==> src/rtl/lcd_bus_monitor.sv <==
// lcd_bus_monitor
//  Receive-side model of a 4-bit HD44780-style LCD bus. Registers E/RS/RW/DB once,
//  follows the 8-bit -> 4-bit init handshake, reassembles nibbles into bytes and
//  raises sticky flags for bus-timing and protocol violations.
// Ports
//  clk                  system clock, posedge
//  iReset               asynchronous active-high reset
//  iLCD_Data[3:0]       DB[7:4] nibble
//  iLCD_Enabled         E strobe
//  iLCD_RegisterSelect  RS (0 command, 1 data)
//  iLCD_ReadWrite       RW (must be 0)
//  oByte[7:0]           last reassembled byte
//  oByteRS              RS attached to oByte
//  oByteValid           1-cycle strobe for oByte/oByteRS
//  oMode4bit            bus is in 4-bit mode
//  oDataCount[7:0]      count of RS=1 bytes, wrapping
//  oErrPowerup/oErrWidth/oErrGap/oErrRead/oErrSeq  sticky violation flags
module lcd_bus_monitor #(
  parameter int unsigned POWERUP_CYCLES = 750000,
  parameter int unsigned MIN_EN_CYCLES  = 12,
  parameter int unsigned MIN_GAP_CYCLES = 2000
) (
  input  logic       clk,
  input  logic       iReset,
  input  logic [3:0] iLCD_Data,
  input  logic       iLCD_Enabled,
  input  logic       iLCD_RegisterSelect,
  input  logic       iLCD_ReadWrite,
  output logic [7:0] oByte,
  output logic       oByteRS,
  output logic       oByteValid,
  output logic       oMode4bit,
  output logic [7:0] oDataCount,
  output logic       oErrPowerup,
  output logic       oErrWidth,
  output logic       oErrGap,
  output logic       oErrRead,
  output logic       oErrSeq
);

  localparam int unsigned PW_W  = $clog2(POWERUP_CYCLES + 2);
  localparam int unsigned EN_W  = $clog2(MIN_EN_CYCLES + 2);
  localparam int unsigned GAP_W = $clog2(MIN_GAP_CYCLES + 2);

  localparam logic [PW_W-1:0]  PW_MAX  = PW_W'(POWERUP_CYCLES);
  localparam logic [EN_W-1:0]  EN_MAX  = EN_W'(MIN_EN_CYCLES);
  localparam logic [GAP_W-1:0] GAP_MAX = GAP_W'(MIN_GAP_CYCLES);

  typedef enum logic [1:0] {PWR_WAIT, SYNC8, HI4, LO4} state_t;

  state_t           r_state;
  logic             r_e;
  logic             r_e_d;
  logic [3:0]       r_d;
  logic             r_rs;
  logic             r_rw;
  logic [3:0]       r_cap_nib;
  logic             r_cap_rs;
  logic [3:0]       r_hi_nib;
  logic             r_hi_rs;
  logic             r_ignore;
  logic             r_had_fall;
  logic [PW_W-1:0]  r_pwr_cnt;
  logic [EN_W-1:0]  r_wid_cnt;
  logic [GAP_W-1:0] r_gap_cnt;

  logic w_rise;
  logic w_fall;

  // Edges are taken on the registered copy of E
  assign w_rise = r_e & ~r_e_d;
  assign w_fall = ~r_e & r_e_d;

  always_ff @(posedge clk or posedge iReset) begin
    if (iReset) begin
      r_state     <= PWR_WAIT;
      r_e         <= 1'b0;
      r_e_d       <= 1'b0;
      r_d         <= 4'h0;
      r_rs        <= 1'b0;
      r_rw        <= 1'b0;
      r_cap_nib   <= 4'h0;
      r_cap_rs    <= 1'b0;
      r_hi_nib    <= 4'h0;
      r_hi_rs     <= 1'b0;
      r_ignore    <= 1'b0;
      r_had_fall  <= 1'b0;
      r_pwr_cnt   <= '0;
      r_wid_cnt   <= '0;
      r_gap_cnt   <= '0;
      oByte       <= 8'h00;
      oByteRS     <= 1'b0;
      oByteValid  <= 1'b0;
      oMode4bit   <= 1'b0;
      oDataCount  <= 8'h00;
      oErrPowerup <= 1'b0;
      oErrWidth   <= 1'b0;
      oErrGap     <= 1'b0;
      oErrRead    <= 1'b0;
      oErrSeq     <= 1'b0;
    end else begin
      r_e        <= iLCD_Enabled;
      r_d        <= iLCD_Data;
      r_rs       <= iLCD_RegisterSelect;
      r_rw       <= iLCD_ReadWrite;
      r_e_d      <= r_e;
      oByteValid <= 1'b0;

      if (r_pwr_cnt < PW_MAX) r_pwr_cnt <= r_pwr_cnt + PW_W'(1);

      // Track the bus value of the most recent E-high cycle (falling-edge latch)
      if (r_e) begin
        r_cap_nib <= r_d;
        r_cap_rs  <= r_rs;
      end

      // E-high width, saturating at the threshold
      if (w_rise)                          r_wid_cnt <= EN_W'(1);
      else if (r_e && r_wid_cnt < EN_MAX)  r_wid_cnt <= r_wid_cnt + EN_W'(1);

      // E-low gap since the last fall, saturating at the threshold
      if (w_fall)                          r_gap_cnt <= GAP_W'(1);
      else if (!r_e && r_gap_cnt < GAP_MAX) r_gap_cnt <= r_gap_cnt + GAP_W'(1);

      if (w_rise) begin
        if (r_pwr_cnt < PW_MAX)                 oErrPowerup <= 1'b1;
        if (r_had_fall && r_gap_cnt < GAP_MAX)  oErrGap     <= 1'b1;
        r_ignore <= r_rw;
        if (r_rw)                        oErrRead <= 1'b1;
        else if (r_state == PWR_WAIT)    r_state  <= SYNC8;
      end

      if (w_fall) begin
        r_had_fall <= 1'b1;
        if (r_wid_cnt < EN_MAX) oErrWidth <= 1'b1;
      end

      // Nibble decode on the fall of an accepted pulse
      if (w_fall && !r_ignore) begin
        case (r_state)
          SYNC8: begin
            oByte      <= {r_cap_nib, 4'h0};
            oByteRS    <= r_cap_rs;
            oByteValid <= 1'b1;
            if (r_cap_rs) begin
              oErrSeq    <= 1'b1;
              oDataCount <= oDataCount + 8'd1;
            end
            if (r_cap_nib == 4'h2 && !r_cap_rs) begin
              r_state   <= HI4;
              oMode4bit <= 1'b1;
            end
          end
          HI4: begin
            r_hi_nib <= r_cap_nib;
            r_hi_rs  <= r_cap_rs;
            r_state  <= LO4;
          end
          LO4: begin
            oByte      <= {r_hi_nib, r_cap_nib};
            oByteRS    <= r_cap_rs;
            oByteValid <= 1'b1;
            if (r_cap_rs)            oDataCount <= oDataCount + 8'd1;
            if (r_cap_rs != r_hi_rs) oErrSeq    <= 1'b1;
            // Function set with DL=1 drops the bus back to 8-bit mode
            if (!r_cap_rs && r_hi_nib == 4'h3) begin
              r_state   <= SYNC8;
              oMode4bit <= 1'b0;
            end else begin
              r_state <= HI4;
            end
          end
          default: ;
        endcase
      end
    end
  end

endmodule

==> config.mk <==
export PLATFORM = sky130hd
export DESIGN_NAME = lcd_bus_monitor
export DESIGN_NICKNAME = d
export VERILOG_FILES = /design/src/rtl/lcd_bus_monitor.sv
export SDC_FILE = /design/constraint.sdc
export NUM_CORES = 1
export LEC_CHECK = 0
export CAP_MARGIN = 40
export CORE_UTILIZATION = 51
export CTS_CLUSTER_SIZE = 28
export DETAILED_ROUTE_END_ITERATION = 7
export PLACE_DENSITY = 0.77
export SLEW_MARGIN = 20
export SYNTH_ARGS = -nofsm -noshare
export SYNTH_HDL_FRONTEND = slang
export SYNTH_SLANG_ARGS = --single-unit
==> constraint.sdc <==
create_clock -name clk -period 2.5 [get_ports clk]
set_input_delay 0.375 -clock clk [delete_from_list [all_inputs] [get_ports clk]]
set_output_delay 0.375 -clock clk [all_outputs]
set_load 0.03 [all_outputs]
# ---- Word-level counts from Yosys, hierarchy flattened
# Index checks and enable logic that the tools add are counted.
dict set report totals {
  regBits 81
  input_bits 9
  output_inout_bits 24
  word_cells 90
}
dict set report op_classes {
  addsub 4
  n_lt_le_gt_ge 3
  n_eq_ne 10
  muxes 20
  bitwise 4
  reduce_logical 24
}
# op n
set op_table {}
lappend op_table {{2-to-1 mux 11 bit} 2}
lappend op_table {{adder 20 x 1 -> 20 bit, second input constant} 1}
lappend op_table {{less-than comparator 20 bit, second input constant} 1}
lappend op_table {{one-hot mux 8 bit (2 select lines)} 1}
lappend op_table {{AND reduction 2 bit} 7}
lappend op_table {{2-to-1 mux 2 bit} 6}
lappend op_table {{adder 11 x 1 -> 11 bit, second input constant} 1}
lappend op_table {{less-than comparator 11 bit, second input constant} 1}
lappend op_table {{adder 8 x 1 -> 8 bit, second input constant} 1}
lappend op_table {{== test 4 x 2 -> 1 bit, second input constant} 2}
lappend op_table {{2-to-1 mux 4 bit} 2}
lappend op_table {{!= test 2 bit, second input constant} 4}
lappend op_table {{AND reduction 4 bit} 2}
lappend op_table {{logical AND 1 bit} 6}
lappend op_table {{2-to-1 mux 1 bit} 6}
lappend op_table {{one-hot mux 2 bit (3 select lines)} 1}
lappend op_table {{nonzero test 2 bit} 3}
lappend op_table {{adder 4 x 1 -> 4 bit, second input constant} 1}
lappend op_table {{== test 2 bit, second input constant} 2}
lappend op_table {{less-than comparator 4 bit, second input constant} 1}
lappend op_table {{one-hot mux 1 bit (2 select lines)} 2}
lappend op_table {{logical NOT 1 bit} 3}
lappend op_table {{AND reduction 3 bit} 1}
lappend op_table {{AND 1 bit} 2}
lappend op_table {{5 further kinds} 6}

# ---- Longest topological paths before layout
dict set report logic_depth {
  ltp_word 7
  ltp_mapped 7
  mapped_depth_nobuf 6
}

# ---- Least setup slack after synthesis
# Ideal clock, no wire load.
dict set report synth_timing {
  kind {register -> register}
  start {reg r_e}
  end {reg oDataCount[7]}
  setup_time_ps 133
  arrival_time_ps 1473
  slack_ps 894
  path_stages_with_launch 8
  period_less_slack_ps 1606
  cell_sequence {dfrtp_1 buf_2 nor3b_4 and3_1 buf_4 and3_4 nand4_2 xnor2_1}
}
dict set report synth_via {
  elab_chain_cells 4
}
# element line_no
set synth_rtl {}
lappend synth_rtl {{start: declaration} 52} ;# logic r_e;
lappend synth_rtl {{start signal: assignment} 102} ;# r_e <= iLCD_Enabled;
lappend synth_rtl {{NOT 1 bit} 72} ;# assign w_fall = ~r_e & r_e_d;
lappend synth_rtl {{AND 1 bit} 72}
lappend synth_rtl {{logical AND 1 bit} 139} ;# if (w_fall && !r_ignore) begin
lappend synth_rtl {{AND reduction 3 bit (no line)} --}
lappend synth_rtl {{end signal: assignment} 147} ;# oDataCount <= oDataCount + 8'd1;
lappend synth_rtl {{end signal: assignment} 163} ;# if (r_cap_rs) oDataCount <= oDataCount + 8'd1;
lappend synth_rtl {{end: declaration} 33} ;# output logic [7:0] oDataCount,
# Every way passes these cells.
# A chain may end at the register's enable or synchronous reset.

# ---- Worst setup path after layout
dict set report layout_timing {
  start {reg oDataCount[2]}
  end {out oDataCount[2]}
}
# No word-level cell between the ends.

==> flow_summary_export.csv <==
group,metric,value,unit
status,status,"complete, but fails checks",
status,failed_checks,"design-rule violations",
synthesis,syn_area_per_cell,11.38,um^2
floorplanning,fp.dieArea,7119,um^2
synthesis,seq_area_frac_synth,58.57,%
global_routing,grt_pass1_vias,2347,
worst_setup_path,endpoint_kind,"output pin",
synthesis,synthTopCellsByArea,"sky130_fd_sc_hd__dfrtp_1, sky130_fd_sc_hd__xnor2_1, sky130_fd_sc_hd__mux2_2",
worst_setup_path,data_required_time_at_the_worst_endpoint,2.12,ns
detailed_routing,first_iter_violations,102,
global_routing,track_usage,19.34,%
floorplanning,fp.dieH,84.38,um
floorplanning,row_count,29,
synthesis,synth.lib_cells_used.distinct,43,
synthesis,synth_seq_cells,81,
clocking,cts.root.buffer_cell,"sky130_fd_sc_hd__clkbuf_8",
final_layout,layout_common_cells,"sky130_fd_sc_hd__dfrtp_1, sky130_fd_sc_hd__nand2_1, sky130_fd_sc_hd__clkdlybuf4s50_1, sky130_fd_sc_hd__xnor2_1, sky130_fd_sc_hd__nor2_1",
floorplanning,initial_util,53.58,%
detailed_routing,drt_first_pass_iters,6,
pwr,peakVddDrop,349.9,uV
final_layout,final_layout_size_suffix_gt1_share,11.30,%
synthesis,asyncSetResetFlopFracSynth,100.0,%
final_layout,layout_commonest_cell,"sky130_fd_sc_hd__dfrtp_1",
pwr,pwr_cell_area,806.5,nW/um^2
synthesis,synthDominantAreaCellType,"sky130_fd_sc_hd__dfrtp_1",
final_layout,area.growth.synth_to_final,18.69,%
synthesis,synthCells,304,
worst_setup_path,path_cells,"clkdlybuf4s50_1",
floorplanning,dieWidth,84.38,um
sta,timing_worst_slew_pin_value,0.7655,ns
worst_setup_path,timing.critical_path.slowest_cell_delay,0.70,ns
clocking,clock_sink_total,81,
sta,finalMaxSlewViolations,0,
place,placed_instance_area,3865,um^2
sta,tns,0,ns
worst_setup_path,worst_ep_arrival_time,1.48,ns
sta,worst_slew_margin_rel,48.78,%
clocking,worstSkewPairLatency,0.35,ns
clocking,clock_tree_from_tritoncts,"built",
worst_setup_path,critPathLaunchType,"flop",
global_routing,grt_overflow_total,0,
synthesis,synth_largest_type_area_fraction,58.57,%
synthesis,synth_edf_count,0,
clocking,cts_hold_fix_bufs,0,
clocking,postCtsSetupRepairBufs,0,
pwr,static-leakage-power,1.761,nW
detailed_routing,routed-via-count,2311,
final_layout,layout.nets,353,
detailed_routing,final_antenna_net_count,0,
place,place.gp.congestion,0.8523,
place,buffer_ports.inserted,32,
detailed_routing,route.detailed.drc,10,
hold_path,hold_class,"in2async",
clocking,worst_setup_hold_path_clk_slew,0.09,ns
synthesis,synthesis.area,3461,um^2
floorplanning,io_pins,33,
synthesis,synthFlopType,"sky130_fd_sc_hd__dfrtp_1",
detailed_routing,vias_per_cell,5.476,
global_routing,antenna_found_initial,0,
sta,finalCritPeriodShare,74.07,%
sta,finClkSkew,0.007662,ns
sta,final.min_clock_period,1.852,ns
synthesis,mappedNetlistNets,317,
worst_setup_path,crit_type,"reg2out",
final_layout,n_antenna_cell,0,
sta,final-hold-violation-count,0,
sta,finalSetupViolCount,0,
worst_setup_path,critical_path.max_fanout,5,
sta,timing.fmax,540.0,MHz
clocking,cts_resized,0,
worst_setup_path,worst-path-buf-inv,1,
sta,whs,0.4144,ns
global_routing,maximum_number_of_pins_on_one_net_before_global_route_repair,82,
worst_setup_path,cp_slowest_cell,"sky130_fd_sc_hd__clkdlybuf4s50_1",
final_layout,layout.core_utilization,63.60,%
clocking,clockBufferDepth,2,
place,hpwlAfterDp,3962,um
global_routing,grt_first_pass_wirelength,10670,um
detailed_routing,routed_wirelength,5953,um
worst_setup_path,worst_path_dominant_cell_family,"buffers and inverters",
sta,setup_repair_after_global_routing_missed_its_margin,"false",
job,drv.max_cap_violation_count,0,
clocking,cts_inserted_buffers,9,
final_layout,final_area,4108,um^2
detailed_routing,post_drt_wl_per_cell,14.11,um
clocking,htree_levels,3,
synthesis,yosys_warnings,0,
floorplanning,core,6459,um^2
-- synth_stat cells (5+ instances only) --
cell and number:
sky130_fd_sc_hd__a21o_1 5, sky130_fd_sc_hd__dfrtp_1 81, sky130_fd_sc_hd__and2_1 5, sky130_fd_sc_hd__and3_1 6
sky130_fd_sc_hd__mux2i_1 5, sky130_fd_sc_hd__nor2_1 18, sky130_fd_sc_hd__a21oi_1 9, sky130_fd_sc_hd__clkbuf_1 5
sky130_fd_sc_hd__nand4_1 12, sky130_fd_sc_hd__o21ai_0 13, sky130_fd_sc_hd__mux2_2 13, sky130_fd_sc_hd__xnor2_1 27
sky130_fd_sc_hd__nand2_1 39, sky130_fd_sc_hd__nand3_1 16, sky130_fd_sc_hd__xor2_1 5
-- worst register-to-register path: stages (launching register included) --
cell	delay, ns
sky130_fd_sc_hd__dfrtp_1	0.41
sky130_fd_sc_hd__nor3_1	0.19
sky130_fd_sc_hd__o21ai_0	0.15
sky130_fd_sc_hd__a41oi_2	0.57
sky130_fd_sc_hd__mux2_2	0.40
-- per-layer routing --
layer  global-route usage (%)  up-vias  part of all wire, %
met2                    32.79       38                   48
met1                    24.13     1138                   47
met4                    8.783        0                  1.5
li1                         -     1127                    -
met3                    3.933        8                  3.0
met5                        0        -                    0
-- per-stage QoR --
stage / setup WS, ns / instances / total power [mW]
after floorplan: 0.04491 / 304 / 1.960
after global routing: 0.5130 / 422 / 3.480
after detailed placement: 0.6817 / 406 / 2.196
final: 0.6483 / 422 / 3.313
after global placement: 0.7064 / 406 / 2.170
after CTS: 0.6304 / 422 / 3.345
-- flip-flops by register name, indices dropped and copies added (netlist names), 2 cells and up --
register,cells
r_pwr_cnt,20
r_gap_cnt,11
oByte,8
oDataCount,8
r_cap_nib,4
r_d,4
r_hi_nib,4
r_wid_cnt,4
r_state,2
-- layout make-up --
class	count	area, um^2
fillers	524	2351
clock inverters	6	115.1
inverters	5	18.77
repair buffers	34	347.8
multi-input cells	209	1375
well taps	77	96.34
clock buffers	10	127.6
flip-flops and latches	81	2027
-- where the power goes --
part / total [mW] / internal, mW / switching, mW / leakage, nW
Clock: 1.15 / 0.669 / 0.477 / 0.117
Combinational: 0.575 / 0.261 / 0.314 / 0.621
Sequential: 1.59 / 1.45 / 0.142 / 1.02
Total: 3.31 / 2.38 / 0.933 / 1.76
-- path summary, 6_finish.rpt --
kind | startpoint | slack, ns | to | depth (start not counted)
max reg2reg | r_pwr_cnt[10] | 0.67 | r_pwr_cnt[1] | 4
min in group clk | iLCD_Data[2] | 0.46 | r_d[2] | 1
max in group asynchronous | iReset | 1.75 | r_gap_cnt[10] | 3
max | oDataCount[2] | 0.65 | oDataCount[2] | 1
min | iReset | 0.41 | oDataCount[1] | 3
min reg2reg | oErrSeq | 0.46 | oErrSeq | 1
-- cells by family after synthesis --
family	Yosys count	share of synthesized area (%)
compound gates	38	7.159
xor+xnor	32	8.098
fa+ha+maj	4	1.446
buf+inv	14	1.699
flops	81	58.57
mux	18	5.676
simple gates	117	17.35
No activity file was read; power rests on OpenSTA's default activity.
